--- src/rtl/if_id_skid.sv ---
// IF/ID stage with a 2-entry skid buffer: one cycle latency, 1 beat/cycle, in_ready_o is registered.
// hold_flag_i stalls the stage or flushes it, injecting a NOP bubble at the jump target.
module if_id_skid #(
  parameter int               ADDR_W    = 32,
  parameter int               INST_W    = 32,
  parameter int               HOLD_W    = 3,
  parameter int               STALL_LVL = 1,
  parameter int               FLUSH_LVL = 2,
  parameter logic [INST_W-1:0] NOP_INST = 'h00000001
) (
  input  logic              clk,
  input  logic              rst,
  input  logic [ADDR_W-1:0] inst_addr_i,
  input  logic [INST_W-1:0] inst_i,
  input  logic              in_valid_i,
  output logic              in_ready_o,
  input  logic [ADDR_W-1:0] jump_addr_i,
  input  logic [HOLD_W-1:0] hold_flag_i,
  output logic [ADDR_W-1:0] inst_addr_o,
  output logic [INST_W-1:0] inst_o,
  output logic              out_valid_o,
  input  logic              out_ready_i,
  output logic              bubble_o,
  output logic [15:0]       flush_cnt_o
);

  localparam logic [HOLD_W-1:0] STALL_L = HOLD_W'(STALL_LVL);
  localparam logic [HOLD_W-1:0] FLUSH_L = HOLD_W'(FLUSH_LVL);

  typedef struct packed {
    logic [ADDR_W-1:0] addr;
    logic [INST_W-1:0] inst;
    logic              bub;
  } beat_t;

  typedef enum logic [1:0] {EMPTY, ONE, FULL} state_t;

  state_t      state_q, state_d;
  beat_t       out_q, out_d;
  beat_t       skid_q, skid_d;
  beat_t       in_beat;
  logic [15:0] flush_cnt_q, flush_cnt_d;
  logic        flush, stall, take, give;

  assign flush       = hold_flag_i >= FLUSH_L;
  assign stall       = !flush && (hold_flag_i == STALL_L);
  // Ready depends only on registered occupancy and hazard control, never on out_ready_i.
  assign in_ready_o  = !rst && (state_q != FULL) && !stall && !flush;
  assign out_valid_o = state_q != EMPTY;
  assign take        = in_valid_i && in_ready_o;
  assign give        = out_valid_o && out_ready_i && !stall;
  assign in_beat     = '{addr: inst_addr_i, inst: inst_i, bub: 1'b0};

  assign inst_addr_o = out_q.addr;
  assign inst_o      = out_q.inst;
  assign bubble_o    = out_q.bub;
  assign flush_cnt_o = flush_cnt_q;

  always_comb begin
    state_d     = state_q;
    out_d       = out_q;
    skid_d      = skid_q;
    flush_cnt_d = flush_cnt_q;
    if (flush) begin
      out_d   = '{addr: jump_addr_i, inst: NOP_INST, bub: 1'b1};
      state_d = ONE;
      if (flush_cnt_q != 16'hFFFF) flush_cnt_d = flush_cnt_q + 16'd1;
    end else if (!stall) begin
      case (state_q)
        EMPTY: begin
          if (take) begin
            out_d   = in_beat;
            state_d = ONE;
          end
        end
        ONE: begin
          if (take && give) begin
            out_d = in_beat;
          end else if (give) begin
            state_d = EMPTY;
          end else if (take) begin
            skid_d  = in_beat;
            state_d = FULL;
          end
        end
        FULL: begin
          if (give) begin
            out_d   = skid_q;
            state_d = ONE;
          end
        end
        default: state_d = EMPTY;
      endcase
    end
  end

  always_ff @(posedge clk) begin
    if (rst) begin
      state_q     <= EMPTY;
      out_q       <= '0;
      skid_q      <= '0;
      flush_cnt_q <= '0;
    end else begin
      state_q     <= state_d;
      out_q       <= out_d;
      skid_q      <= skid_d;
      flush_cnt_q <= flush_cnt_d;
    end
  end

endmodule

--- config.mk ---
export PLATFORM = sky130hd
export DESIGN_NAME = if_id_skid
export DESIGN_NICKNAME = d
export VERILOG_FILES = /design/src/rtl/if_id_skid.sv
export SDC_FILE = /design/constraint.sdc
export NUM_CORES = 1
export LEC_CHECK = 0
export BUFFER_PORTS_ARGS = -buffer_cell sky130_fd_sc_hd__buf_2
export CAP_MARGIN = 20
export CORE_ASPECT_RATIO = 1.5
export CORE_UTILIZATION = 50
export DETAILED_ROUTE_END_ITERATION = 8
export PLACE_DENSITY = 0.76
export SLEW_MARGIN = 20
export SYNTH_ARGS = -nofsm -noshare
export SYNTH_HDL_FRONTEND = slang
export SYNTH_SLANG_ARGS = --single-unit
--- constraint.sdc ---
create_clock -name clk -period 2.4 [get_ports clk]
set_input_delay 0.36 -clock clk [delete_from_list [all_inputs] [get_ports clk]]
set_output_delay 0.36 -clock clk [all_outputs]
set_load 0.05 [all_outputs]
# [After elaboration in Yosys (flattened, before gate mapping)]
# Cells that the tools add are included.
# W data, S select, Z words.
[totals] register_bits=147 in_bits=103 out_inout_bits=83 elab_cells=67
[op_classes] n_addsub=1 magnitude_cmp=1 n_eq_ne=16 mux=14 n_bitwise=4 reduce_logical=22
[op_table] operator="$mux W65" n=5
[op_table] operator="$pmux W65 S3" n=1
[op_table] operator="$reduce_and A5 Y1" n=4
[op_table] operator="$add A16 B1 Y16 const B" n=1
[op_table] operator="$ne A16 B16 Y1 const B" n=1
[op_table] operator="$ne A3 B3 Y1 const B" n=5
[op_table] operator="$ne A2 B2 Y1 const B" n=6
[op_table] operator="$mux W2" n=5
[op_table] operator="$logic_and A1 B1 Y1" n=8
[op_table] operator="$pmux W2 S3" n=1
[op_table] operator="$reduce_and A6 Y1" n=1
[op_table] operator="$ne A4 B4 Y1 const B" n=1
[op_table] operator="$not A1 Y1" n=4
[op_table] operator="$reduce_bool A4 Y1" n=1
[op_table] operator="$eq A3 B1 Y1 const B" n=1
[op_table] operator="$ge A3 B2 Y1 const B" n=1
[op_table] operator="$logic_not A1 Y1" n=3
[op_table] operator="$reduce_bool A3 Y1" n=1
[op_table] operator="$eq A2 B1 Y1 const B" n=1
[op_table] operator="$eq A2 B2 Y1 const B" n=1
[op_table] operator="$logic_not A2 Y1" n=1
[op_table] operator="$mux W1" n=2
[op_table] operator="$reduce_and A2 Y1" n=1
[op_table] operator="$reduce_bool A2 Y1" n=1
[op_table] operator="$reduce_or A2 Y1" n=1

# [Depth between registers and ports, before layout]
[logic_depth] depth_word=13 ltp_mapped=9 depth_no_buf=6

# [Worst setup path after synthesis]
# OpenSTA, ideal clock, no wires.
[synth_path] kind="register to output" startpoint="register state_q[0]" endpoint="output port in_ready_o" arrival_time_ns=2.314 required_time_ns=2.040 setup_slack_ns=-0.274 stages_incl_launch_ff=7 path_buffers=3 cell_sequence="dfxtp_1 > inv_1 > ha_1 > buf_2 > buf_2 > buf_1 > nor3_1"
[synth_between] elab_chain_len=4
[synth_rtl] item="from (decl)" line="38" source="state_t state_q, state_d;"
[synth_rtl] item="from (signal assigned)" line="104" source="state_q <= state_d;"
[synth_rtl] item="$ne A2 B2 Y1" line="48" source="assign in_ready_o = !rst && (state_q != FULL) && !stall && !flush;"
[synth_rtl] item="$logic_and A1 B1 Y1 (3 in a row)" line="48"
[synth_rtl] item="to (decl)" line="16" source="output logic in_ready_o,"
# Every way passes these cells.

# [Worst setup path in the final report]
# Same ends and word-level chain as after synthesis.

==> impl_table.tex <==
\begin{tabular}{lr}
\hline
Metric & Value \\
\hline
\multicolumn{2}{l}{\textbf{Clock network}} \\
Sink count of the clock tree & $\sim$150 \\
TritonCTS Buffers & 17 \\
Post-CTS setup buffers & 0 \\
Clock tree from TritonCTS & done \\
\# H-tree levels & 4 \\
Clock transition at the registers of the reported paths & 0.07 ns \\
Maximum buffer depth of the clock tree & 2 \\
CTS root buf & clkbuf\_16 \\
Clk Latency, worst-skew pair & between 0.4 and 0.5 ns \\
\multicolumn{2}{l}{\textbf{Place}} \\
Port Buffers & between 150 and 200 \\
GPL Wtd Cong & between 0.8 and 0.9 \\
Setup Slack @ Placement & 0.2133 ns \\
Detailed placement HPWL & 13040 microns \\
\multicolumn{2}{l}{\textbf{Critical path}} \\
Endpoint type of the worst setup path & primary output \\
Highest net fanout along the worst path & 47 \\
Type of the worst setup path & register to primary output \\
Arrival @ worst endpoint & just under 2 ns \\
Critical Path Start Type & register \\
Critical path data required time & between 2 and 2.5 ns \\
\multicolumn{2}{l}{\textbf{Timing}} \\
Total count of max-transition violations in the final report & 0 \\
Post-Route Setup TNS & 0 ns \\
Time the worst path needs with I/O delays and setup & 2.320 ns \\
Transition time of the tightest slew-check pin & between 0.6 and 0.7 ns \\
Final period util & 0.9668 \\
FMAX & 431.0 MHz \\
Max-Slew Margin vs Limit & 0.5743 \\
Finish-stage setup viols & 0 \\
Final Hold Violating Endpoints & 0 \\
Post-layout worst setup margin & between 0.07 and 0.08 ns \\
RSZ-0062 raised after global routing & false \\
Skew final & approximately 0.013 ns \\
\multicolumn{2}{l}{\textbf{Global route}} \\
Maximum number of pins on one net before global-route repair & 72 \\
First-pass GRT wire length & 31910 microns \\
Overflow left after global routing & 0 \\
Vias in the first global route & between 6000 and 7000 \\
Initial antenna violation count & 0 \\
Total GRT Usage & 0.2683 \\
\multicolumn{2}{l}{\textbf{Yosys}} \\
Count of different cell masters after synthesis & 44 \\
Synthesized netlist cell count & 841 \\
Flops \& latches, synth & 147 \\
Fraction of synthesis flops using an asynchronous set or reset pin & 0 \\
Register area share after synthesis & 0.4085 \\
Post-synth EDFFs & 0 \\
Number of warning messages in the yosys log & 0 \\
Nets in the synthesized netlist & roughly 950 \\
Mean area per synthesized cell & $\sim$8.6 sq um \\
Synthesized area & roughly 7000 sq um \\
Dominant register cell in the synthesized netlist & dfxtp\_1 \\
\multicolumn{2}{l}{\textbf{Pwr}} \\
Static leakage power & 0.003270 uW \\
Power per Cell Area & approximately 670 nW/um\^{}2 \\
Peak ir drop on the vdd network & approximately 460 uV \\
Overall power & around 5900 uW \\
\multicolumn{2}{l}{\textbf{Finish}} \\
Most common cell after layout, fill and taps aside & buf\_2 \\
Commonest cells after routing, fill and taps aside & buf\_2, dfxtp\_1, nand2\_1, a21oi\_1, mux2i\_1 \\
Antenna diode count & 0 \\
FILL cells & about 1300 \\
Area Growth Syn to Fin & 23.71\% \\
Final net count & between 1000 and 1500 \\
Proportion of layout cells with a drive suffix above 1 & 0.2992 \\
\multicolumn{2}{l}{\textbf{Floorplan}} \\
Die Outline Area & 14900 sq um \\
Std-Cell Rows & 53 \\
Overall die width & roughly 100 microns \\
Initial cell density of the core & 0.5125 \\
Vert. Die Dim & 149.0 microns \\
Number of I/O pins & $\sim$190 \\
CORE AREA & $\sim$14000 sq um \\
\multicolumn{2}{l}{\textbf{Routing}} \\
Via Count & between 6000 and 7000 \\
Via density per instance & between 5 and 6 \\
Detail-routed net length per standard cell & about 16 microns \\
Post-route antenna net violation count & 0 \\
Number of iterations in the first detailed-routing pass & 4 \\
Number of remaining DRC errors & 0 \\
Routed Wire Length & 19470 microns \\
Initial drt markers & around 290 \\
\multicolumn{2}{l}{\textbf{Hold path}} \\
Path type of the worst min-delay path & primary input to register \\
\multicolumn{2}{l}{\textbf{Job}} \\
Number of max-capacitance violations reported & 0 \\
\multicolumn{2}{l}{\textbf{Run status}} \\
Status & completed \\
\hline
\end{tabular}
power breakdown:
group	internal [uW]	total, uW	switching (uW)
combinational	260	850	591
clock	1380	2530	1150
sequential	2510	2550	46.5
Yosys cell counts (all sizes together) (6+ instances only):
cell	count	area, sq um
a21oi	76	380.4
inv	9	33.78
buf	31	205.2
nor4	6	52.55
nor2	44	165.2
dfxtp	147	2943
o21ai	35	175.2
nand2	136	510.5
mux2i	66	660.6
a211oi	65	638.1
nand4	36	225.2
o31ai	39	311.5
clkbuf	54	202.7
a31oi	37	231.5
state kept, by name (all words and copies together) (netlist names):
name / cells
skid_q: 64
inst_addr_o: 32
inst_o: 32
flush_cnt_o: 16
state_q: 2
bubble_o: 1
cells by family after synthesis:
| family | after synthesis | synth area share |
|---|---|---|
| compound gates | 264 | 0.2555 |
| xor+xnor | 1 | 0.001216 |
| mux | 71 | 0.09951 |
| flops | 147 | 0.4085 |
| simple gates | 260 | 0.1671 |
| buf+inv | 94 | 0.06131 |
| fa+ha+maj | 4 | 0.006947 |
metal layers:
layer,vias up,global-route usage,part of all wire
met1,3257,0.2996,0.40
met3,34,0.05248,0.046
met4,0,0.1217,0.025
met2,195,0.4869,0.53
li1,3388,-,-
met5,-,0,0
layout make-up:
class	instances	area (sq um)	area share
inverter	9	33.78	0.003791
clock buffer	18	439.2	0.04928
tap	192	240.2	0.02695
sequential	147	2943	0.3302
multi-input combinational	600	3867	0.4339
timing repair buffer	218	1265	0.1419
clock inverter	14	123.9	0.01390
critical path, stage by stage (launching register included):
cell and delay [ns]:
dfxtp_1 0.35, inv_1 0.11, ha_4 0.19, buf_6 0.24, nor3_2 0.30, buf_2 0.31
worst paths after layout:
check / startpoint / end / slack, ns / depth (start not counted)
setup reg to reg: state_q[0]$_SDFFE_PP0P_ / inst_addr_o[13]$_SDFFE_PP0P_ / 0.21 / 7
setup / recovery: state_q[0]$_SDFFE_PP0P_ / in_ready_o / 0.08 / 5
hold / removal: inst_i[19] / skid_q[20]$_SDFFE_PP0P_ / 0.18 / 3
hold reg to reg: skid_q[5]$_SDFFE_PP0P_ / skid_q[5]$_SDFFE_PP0P_ / 0.45 / 2
metrics by stage:
stage,util,cell area (sq um),hold WS (ns),instances
2_1_floorplan,-,7209,0.4360,841
3_3_place_gp,0.5936,8346,0.4408,1166
3_5_place_dp,0.5936,8346,0.4461,1166
4_1_cts,0.6339,8912,0.1649,1198
5_1_grt,0.6339,8912,0.1739,1198
6_report,0.6339,8912,0.1791,1198
repair_timing:
item / 4_1_cts / 5_1_grt
endpoints found under the setup margin: 1 / 0
hold buffers: 0 / 0
resized for setup: 1 / 0
hold endpoints to repair: 0 / 0
Note: power is estimated with default switching activity, not from simulation.
